$ cat src/rtl/plic.sv
// plic -- small platform-level interrupt controller for a single core.
//
// Latches rising edges of NSRC interrupt lines into pending bits. It then
// offers the highest-priority eligible source to the core, with ties going
// to the lowest ID. At most one claim is outstanding until the core
// signals completion.
//
// Ports
//   clk              sole clock, rising edge
//   rst              synchronous active-high reset
//   irq_src_i        raw interrupt lines, synchronous to clk
//   cfg_we_i         config write strobe
//   cfg_addr_i       config register select
//   cfg_wdata_i      config write data
//   cfg_rdata_o      config read data, combinational from cfg_addr_i
//   ex_trap_valid_o  external interrupt offered to the core
//   ex_trap_id_o     ID of the offered source (bit 4 always 0)
//   ex_trap_ready_i  claim strobe, honoured only while offering
//   ex_trap_cplet_i  completion pulse, honoured only while a claim is held
//
// Register map
//   0 ENABLE  RW   1 PRIO (2 bits/source) RW   2 THRESH[1:0] RW
//   3 PENDING RO   4 {state[9:8], claimed ID[4:0]} RO
//   State codes: IDLE=0, OFFER=1, BUSY=2.
//
// IDs are 5 bits wide with bit 4 always 0, so NSRC must not exceed 16.
module plic #(
   parameter int NSRC = 16
) (
   input  logic            clk,
   input  logic            rst,
   input  logic [NSRC-1:0] irq_src_i,
   input  logic            cfg_we_i,
   input  logic [2:0]      cfg_addr_i,
   input  logic [31:0]     cfg_wdata_i,
   output logic [31:0]     cfg_rdata_o,
   output logic            ex_trap_valid_o,
   output logic [4:0]      ex_trap_id_o,
   input  logic            ex_trap_ready_i,
   input  logic            ex_trap_cplet_i
);

   typedef enum logic [1:0] {
      IDLE  = 2'd0,
      OFFER = 2'd1,
      BUSY  = 2'd2
   } state_e;

   state_e            state_q, state_d;
   logic [NSRC-1:0]   enable_q, enable_d;
   logic [2*NSRC-1:0] prio_q, prio_d;
   logic [1:0]        thresh_q, thresh_d;
   logic [NSRC-1:0]   pending_q, pending_d;
   logic [NSRC-1:0]   irq_prev_q, irq_prev_d;
   logic              armed_q, armed_d;
   logic [4:0]        claimed_q, claimed_d;
   logic              valid_q, valid_d;
   logic [4:0]        id_q, id_d;

   logic [NSRC-1:0]   rise;
   logic [NSRC-1:0]   eligible;
   logic [NSRC-1:0]   clr_mask;
   logic              claim;
   logic              any_elig;
   logic [4:0]        win_id;
   logic [1:0]        win_prio;

   // Gateway and arbitration
   always_comb begin
      // armed_q is low for the first cycle after reset, so a line that is
      // already high at release does not count as an edge.
      rise = irq_src_i & ~irq_prev_q & {NSRC{armed_q}};
      for (int k = 0; k < NSRC; k++) begin
         eligible[k] = pending_q[k] & enable_q[k] & (prio_q[2*k +: 2] > thresh_q);
      end
      any_elig = 1'b0;
      win_id   = '0;
      win_prio = '0;
      // A strict '>' keeps the first (lowest) ID on a tie.
      for (int k = 0; k < NSRC; k++) begin
         if (eligible[k] && (!any_elig || (prio_q[2*k +: 2] > win_prio))) begin
            any_elig = 1'b1;
            win_prio = prio_q[2*k +: 2];
            win_id   = k[4:0];
         end
      end
   end

   assign claim    = (state_q == OFFER) && ex_trap_ready_i;
   assign clr_mask = claim ? ({{(NSRC-1){1'b0}}, 1'b1} << id_q) : '0;

   // Config, pending and FSM next state
   always_comb begin
      enable_d   = enable_q;
      prio_d     = prio_q;
      thresh_d   = thresh_q;
      irq_prev_d = irq_src_i;
      armed_d    = 1'b1;
      // A new edge on the source being claimed wins over the clear.
      pending_d  = (pending_q & ~clr_mask) | rise;
      state_d    = state_q;
      valid_d    = valid_q;
      id_d       = id_q;
      claimed_d  = claimed_q;

      if (cfg_we_i) begin
         case (cfg_addr_i)
            3'd0:    enable_d = cfg_wdata_i[NSRC-1:0];
            3'd1:    prio_d   = cfg_wdata_i[2*NSRC-1:0];
            3'd2:    thresh_d = cfg_wdata_i[1:0];
            default: ;
         endcase
      end

      case (state_q)
         IDLE: begin
            if (any_elig) begin
               state_d = OFFER;
               valid_d = 1'b1;
               id_d    = win_id;
            end
         end
         OFFER: begin
            if (ex_trap_ready_i) begin
               state_d   = BUSY;
               valid_d   = 1'b0;
               id_d      = '0;
               claimed_d = id_q;
            end else if (any_elig) begin
               // The offer may change to a better source before the claim.
               id_d = win_id;
            end else begin
               state_d = IDLE;
               valid_d = 1'b0;
               id_d    = '0;
            end
         end
         BUSY: begin
            if (ex_trap_cplet_i) begin
               state_d   = IDLE;
               claimed_d = '0;
            end
         end
         default: begin
            state_d = IDLE;
            valid_d = 1'b0;
            id_d    = '0;
         end
      endcase
   end

   // State registers
   always_ff @(posedge clk) begin
      if (rst) begin
         state_q    <= IDLE;
         enable_q   <= '0;
         prio_q     <= '0;
         thresh_q   <= '0;
         pending_q  <= '0;
         irq_prev_q <= '0;
         armed_q    <= 1'b0;
         claimed_q  <= '0;
         valid_q    <= 1'b0;
         id_q       <= '0;
      end else begin
         state_q    <= state_d;
         enable_q   <= enable_d;
         prio_q     <= prio_d;
         thresh_q   <= thresh_d;
         pending_q  <= pending_d;
         irq_prev_q <= irq_prev_d;
         armed_q    <= armed_d;
         claimed_q  <= claimed_d;
         valid_q    <= valid_d;
         id_q       <= id_d;
      end
   end

   assign ex_trap_valid_o = valid_q;
   assign ex_trap_id_o    = id_q;

   // Register read-back
   always_comb begin
      cfg_rdata_o = '0;
      case (cfg_addr_i)
         3'd0: cfg_rdata_o[NSRC-1:0]   = enable_q;
         3'd1: cfg_rdata_o[2*NSRC-1:0] = prio_q;
         3'd2: cfg_rdata_o[1:0]        = thresh_q;
         3'd3: cfg_rdata_o[NSRC-1:0]   = pending_q;
         3'd4: begin
            cfg_rdata_o[9:8] = state_q;
            cfg_rdata_o[4:0] = claimed_q;
         end
         default: ;
      endcase
   end

endmodule

$ cat config.mk
export PLATFORM = sky130hd
export DESIGN_NAME = plic
export DESIGN_NICKNAME = d
export VERILOG_FILES = /design/src/rtl/plic.sv
export SDC_FILE = /design/constraint.sdc
export NUM_CORES = 1
export LEC_CHECK = 0
export CAP_MARGIN = 0
export CORE_ASPECT_RATIO = 0.5
export CORE_MARGIN = 2
export CORE_UTILIZATION = 41
export DETAILED_ROUTE_END_ITERATION = 10
export HOLD_SLACK_MARGIN = 0.08
export PLACE_DENSITY_LB_ADDON = 0.15
export SETUP_SLACK_MARGIN = 0.5
export SLEW_MARGIN = 30
export SYNTH_ARGS = -nofsm -noshare
export SYNTH_HDL_FRONTEND = slang
export SYNTH_SLANG_ARGS = --single-unit
$ cat constraint.sdc
create_clock -name clk -period 44 [get_ports clk]
set_input_delay 11 -clock clk [delete_from_list [all_inputs] [get_ports clk]]
set_output_delay 11 -clock clk [all_outputs]
set_load 0.03 [all_outputs]
; Word level (Yosys, flattened, before mapping)
; Cells that the tools add are included.
; Widths: inputs -> output; s select.
[op_classes]
n_addsub = 0
multipliers = 0
div = 0
magnitude_cmp = 31
eq_ne = 10
n_shift = 1
mux = 70
bitwise_logic = 39
reduce_logical = 56
[ops]
columns = op, n
row1 = $mux 5, 19
row2 = $gt 2x2->1, 31
row3 = $and 16x16->16, 3
row4 = $mux 2, 19
row5 = $and 1x1->1, 32
row6 = $mux 16, 2
row7 = $not 16->16, 2
row8 = $mux 1, 21
row9 = $pmux 6 s3, 1
row10 = $logic_and 1x1->1, 16
row11 = $or 16x16->16, 1
row12 = $shl 1x5->16 const A, 1
row13 = $logic_not 1->1, 15
row14 = $logic_or 1x1->1, 15
row15 = $pmux 5 s3, 1
row16 = $pmux 3 s4, 1
row17 = $pmux 2 s5, 1
row18 = $pmux 5 s2, 1
row19 = $pmux 3 s3, 1
row20 = $reduce_and 3->1, 3
row21 = $pmux 2 s4, 1
row22 = $reduce_and 2->1, 4
row23 = $eq 3x2->1 const B, 2
row24 = $ne 2x2->1 const B, 3
row25 = other kinds (11), 11
[totals]
reg_bits = 96
latch_bits = 0
mem_bits_rw = 0
rom_bits = 0
inputBits = 56
output_inout_bits = 38
wordCells = 217
memories = 0

; Logic depth before layout (Yosys ltp)
[depth]
word_depth = 66
ltp_mapped = 111
mapped_depth_nobuf = 111

; Least setup slack after synthesis
; No wires, ideal clock.
[synth_path]
path_kind = input to output
startpoint = in cfg_addr_i[0]
endpoint = out cfg_rdata_o[2]
t_arrival_ns = 12.671
required_ns = 33.000
slack_ns = 20.329
cell_stages = 4
path_buffers = 2
path_cell_list = clkbuf_1 > clkbuf_1 > a22oi_1 > o21ai_0
[synth_via]
elab_chain_cells = 2
word_cells_on_any_way = 5
[synth_lines]
columns = element, line_no
row1 = "start, declared", 34  ; input logic [2:0] cfg_addr_i,
row2 = $eq 3x3->1 (tied with other cells), 185  ; case (cfg_addr_i)
row3 = $pmux 3 s4 *, 185
row4 = "end, declared", 36  ; output logic [31:0] cfg_rdata_o,
; Every way passes the cells marked *; elsewhere a longest branch is shown, timed or not.

; Final worst setup path
[layout_path]
startpoint = in cfg_addr_i[0]
endpoint = out cfg_rdata_o[4]
; The elaborated chain is that of the path after synthesis.

==> qor.json <==
{
  "sta": {
    "finalCritPeriodShare": 0.557,
    "worst_slew_pin_slew_ns": 0.899,
    "totalNegativeSetupSlack_ns": 0,
    "clock-skew-final_ns": 0.0106,
    "maxClockFrequency_ghz": 0.0408,
    "slew_headroom": 0.399,
    "min_period_ns": 24.52,
    "grt_setup_unrepaired": "false",
    "setup_viol_count_final": 0,
    "hold_viol": 0,
    "slew_violations": 0
  },
  "floorplan": {
    "die_height_um": 91.4,
    "ios": 94,
    "floorplan.rows": 31,
    "fp.coreArea_um2": 14700,
    "die_width_um": 179,
    "floorplan.initialDensity": 0.426,
    "die_area_um2": 16300
  },
  "power_and_ir_drop": {
    "powerDensity_nw_per_um2": 25.9,
    "power.total_mw": 0.199,
    "total_leakage_power_nw": 2.93,
    "peak_supply_drop_v": 0.0000183
  },
  "detailed_routing": {
    "detailroute.via_count": 6018,
    "routed_wire_length_per_instance_um": 17.6,
    "drt-initial-drc-count": 485,
    "detailed_routing_iterations_pass_1": 5,
    "routed_via_density": 5.58,
    "postRouteAntennaNets": 0,
    "route.detailed.drc": 0,
    "drt_wl_total_um": 18900
  },
  "clock_network": {
    "cts.repair.resized": 0,
    "clock_insertion_delay_worst_skew_ns": 0.35,
    "cts_post_setup_buffers_inserted": 0,
    "htree_num_levels": 3,
    "tritoncts": "built",
    "cts_hold_buf": 0,
    "clk_transition_reported_paths_ns": 0.07,
    "clkSinkCount": 94,
    "clockRootBuffer": "sky130_fd_sc_hd__clkbuf_16",
    "clock_path_buffers": 2,
    "numCtsBuffers": 9
  },
  "layout": {
    "final_cells": 1079,
    "n_fill_cell": 1446,
    "diodes": 0,
    "area_growth_syn_to_layout_pct": 23.0,
    "final_layout_size_suffix_gt1_frac": 0.0749,
    "design.final.nets": 988
  },
  "setup_path": {
    "crit_fanout": 21,
    "startpoint_type": "input port",
    "crit_required_ns": 33.00,
    "worstSetupPathType": "in2out",
    "critPathCaptureType": "primary output",
    "worst_setup_path_startpoint": "cfg_addr_i[0]",
    "critical_path_data_arrival_time_ns": 13.52,
    "r2r_start": "thresh_q[1]"
  },
  "logic_synthesis": {
    "synth_edf_count": 0,
    "synth_sequential_area_ratio": 0.301,
    "post_synth_instance_area_um2": 6260,
    "syn-num-nets": 908,
    "synth_cell_type_count": 82,
    "synth-warning-count": 0,
    "avgSynthCellArea_um2": 7.85,
    "asyncSetResetFlopFracSynth": 0,
    "commonest_register_cell_after_synthesis": "sky130_fd_sc_hd__dfxtp_1",
    "synth_seq_cells": 94,
    "post_synth_inst_count": 797
  },
  "placement": {
    "io_buffers": 92,
    "placed_cells_incl_taps": 1064,
    "gp_congestion": 0.911,
    "hpwl_um": 13800
  },
  "grt": {
    "grt_antenna_before_repair": 0,
    "grt_start_max_net_pins": 93,
    "wire_length_of_the_first_global_routing_pass_um": 29900,
    "grt_ovf": 0,
    "grt_pass1_vias": 5478,
    "total_routing_usage_gr": 0.236
  },
  "flow_run": {
    "cap_viol_max_count": 0
  },
  "min_path": {
    "hold_path.startpoint": "prio_q[24]",
    "hp-class": "reg2reg"
  },
  "run_status": {
    "status": "finished clean"
  }
}
cell usage after synthesis, types with 4 or more instances:
cell / count / area share
sky130_fd_sc_hd__nand2_1: 150 / 0.090
sky130_fd_sc_hd__a21oi_1: 102 / 0.082
sky130_fd_sc_hd__dfxtp_1: 94 / 0.30
sky130_fd_sc_hd__nor2_1: 74 / 0.044
sky130_fd_sc_hd__ha_1: 55 / 0.11
sky130_fd_sc_hd__o21ai_0: 39 / 0.031
sky130_fd_sc_hd__inv_1: 35 / 0.021
sky130_fd_sc_hd__clkbuf_1: 30 / 0.018
sky130_fd_sc_hd__nor2b_1: 30 / 0.030
sky130_fd_sc_hd__and2_1: 20 / 0.020
sky130_fd_sc_hd__nand3b_1: 20 / 0.024
sky130_fd_sc_hd__mux2i_1: 15 / 0.024
sky130_fd_sc_hd__nand3_1: 9 / 0.0072
sky130_fd_sc_hd__o2111ai_1: 8 / 0.011
sky130_fd_sc_hd__a22oi_1: 7 / 0.0084
sky130_fd_sc_hd__nor3_1: 7 / 0.0056
sky130_fd_sc_hd__a211oi_1: 5 / 0.0060
sky130_fd_sc_hd__a21o_1: 5 / 0.0060
sky130_fd_sc_hd__o2111ai_4: 4 / 0.017
sky130_fd_sc_hd__o21a_1: 4 / 0.0048
logic make-up (layout without fill, tap and decap cells):
family / after synthesis / count (layout) / synth area share
simple gates: 335 / 335 / 0.258
compound gates: 226 / 226 / 0.253
flops: 94 / 94 / 0.301
buf+inv: 66 / 150 / 0.0402
fa+ha+maj: 56 / 56 / 0.112
mux: 19 / 19 / 0.0354
other cells: 1 / 1 / 0.000599
state kept, by name (all words and copies together) (netlist names), 2 cells and up:
name          flops
ex_trap_id_o      4
claimed_q         4
pending_q        16
enable_q         16
prio_q           32
irq_prev_q       16
thresh_q          2
state_q           2
final cells by class:
cell class,instances,area (µm²),share of cell area
flip-flops and latches,94,1880,0.244
clock buffers,9,225,0.0292
multi-input cells,637,4140,0.538
inverters,35,131,0.0171
repair buffers,100,980,0.127
clock inverters,6,91.3,0.0119
well taps,198,248,0.0322
power breakdown:
part | leakage, nW | total [mW] | switching, mW | internal (mW)
Combinational | 2.00 | 0.0216 | 0.0114 | 0.0103
Clock | 0.157 | 0.0868 | 0.0367 | 0.0501
Sequential | 0.767 | 0.0910 | 0.00317 | 0.0878
Total | 2.93 | 0.199 | 0.0512 | 0.148
per-stage QoR:
step                hold slack (ns)  setup WS, ns   util  area (µm²)
global placement              0.442         19.44  0.502        7370
global route                  0.499         19.36  0.524        7700
finish                        0.476         19.48  0.524        7700
detailed placement            0.462         19.38  0.502        7370
floorplan                     0.436         20.33      -        6260
CTS                           0.478         19.37  0.523        7690
metal layers:
layer / up-vias / GRT usage / share of wire / routed length, µm
met5: - / 0 / 0 / 0
met4: 0 / 0.0440 / 0.011 / 217
met3: 15 / 0.0419 / 0.063 / 1200
met2: 205 / 0.354 / 0.42 / 7890
met1: 2827 / 0.352 / 0.51 / 9640
li1: 2971 / - / - / -
critical path, cell delays in order:
cell and delay [ns]:
sky130_fd_sc_hd__clkdlybuf4s50_1 0.45, sky130_fd_sc_hd__buf_4 0.33, sky130_fd_sc_hd__and2_1 0.64, sky130_fd_sc_hd__a21oi_1 0.15, sky130_fd_sc_hd__nor2_1 0.23, sky130_fd_sc_hd__clkdlybuf4s50_1 0.71
final timing paths:
kind,cells after the start,slack [ns],end
min,2,0.48,prio_q[24]
max reg2reg,105,22.57,ex_trap_id_o[2]
max,6,19.48,cfg_rdata_o[4]
min reg2reg,2,0.48,prio_q[24]
placed cells by master, fill, tap and decap left out, types with 4 or more instances in the layout:
master / count
sky130_fd_sc_hd__dfxtp_1: 94
sky130_fd_sc_hd__clkdlybuf4s50_1: 91
sky130_fd_sc_hd__inv_1: 35
sky130_fd_sc_hd__clkbuf_16: 9
sky130_fd_sc_hd__o2111ai_1: 8
sky130_fd_sc_hd__o21ai_0: 39
sky130_fd_sc_hd__a22oi_1: 7
sky130_fd_sc_hd__nor2b_1: 30
sky130_fd_sc_hd__o21a_1: 4
sky130_fd_sc_hd__o2111ai_4: 4
sky130_fd_sc_hd__nor2_1: 74
sky130_fd_sc_hd__mux2i_1: 15
sky130_fd_sc_hd__and2_1: 21
sky130_fd_sc_hd__a211oi_1: 5
sky130_fd_sc_hd__nand3_1: 9
sky130_fd_sc_hd__nor3_1: 7
sky130_fd_sc_hd__nand2_1: 150
sky130_fd_sc_hd__nand3b_1: 20
sky130_fd_sc_hd__a21o_1: 5
sky130_fd_sc_hd__buf_4: 7
sky130_fd_sc_hd__ha_1: 55
sky130_fd_sc_hd__a21oi_1: 102
Power figures use the tool's default switching activity.
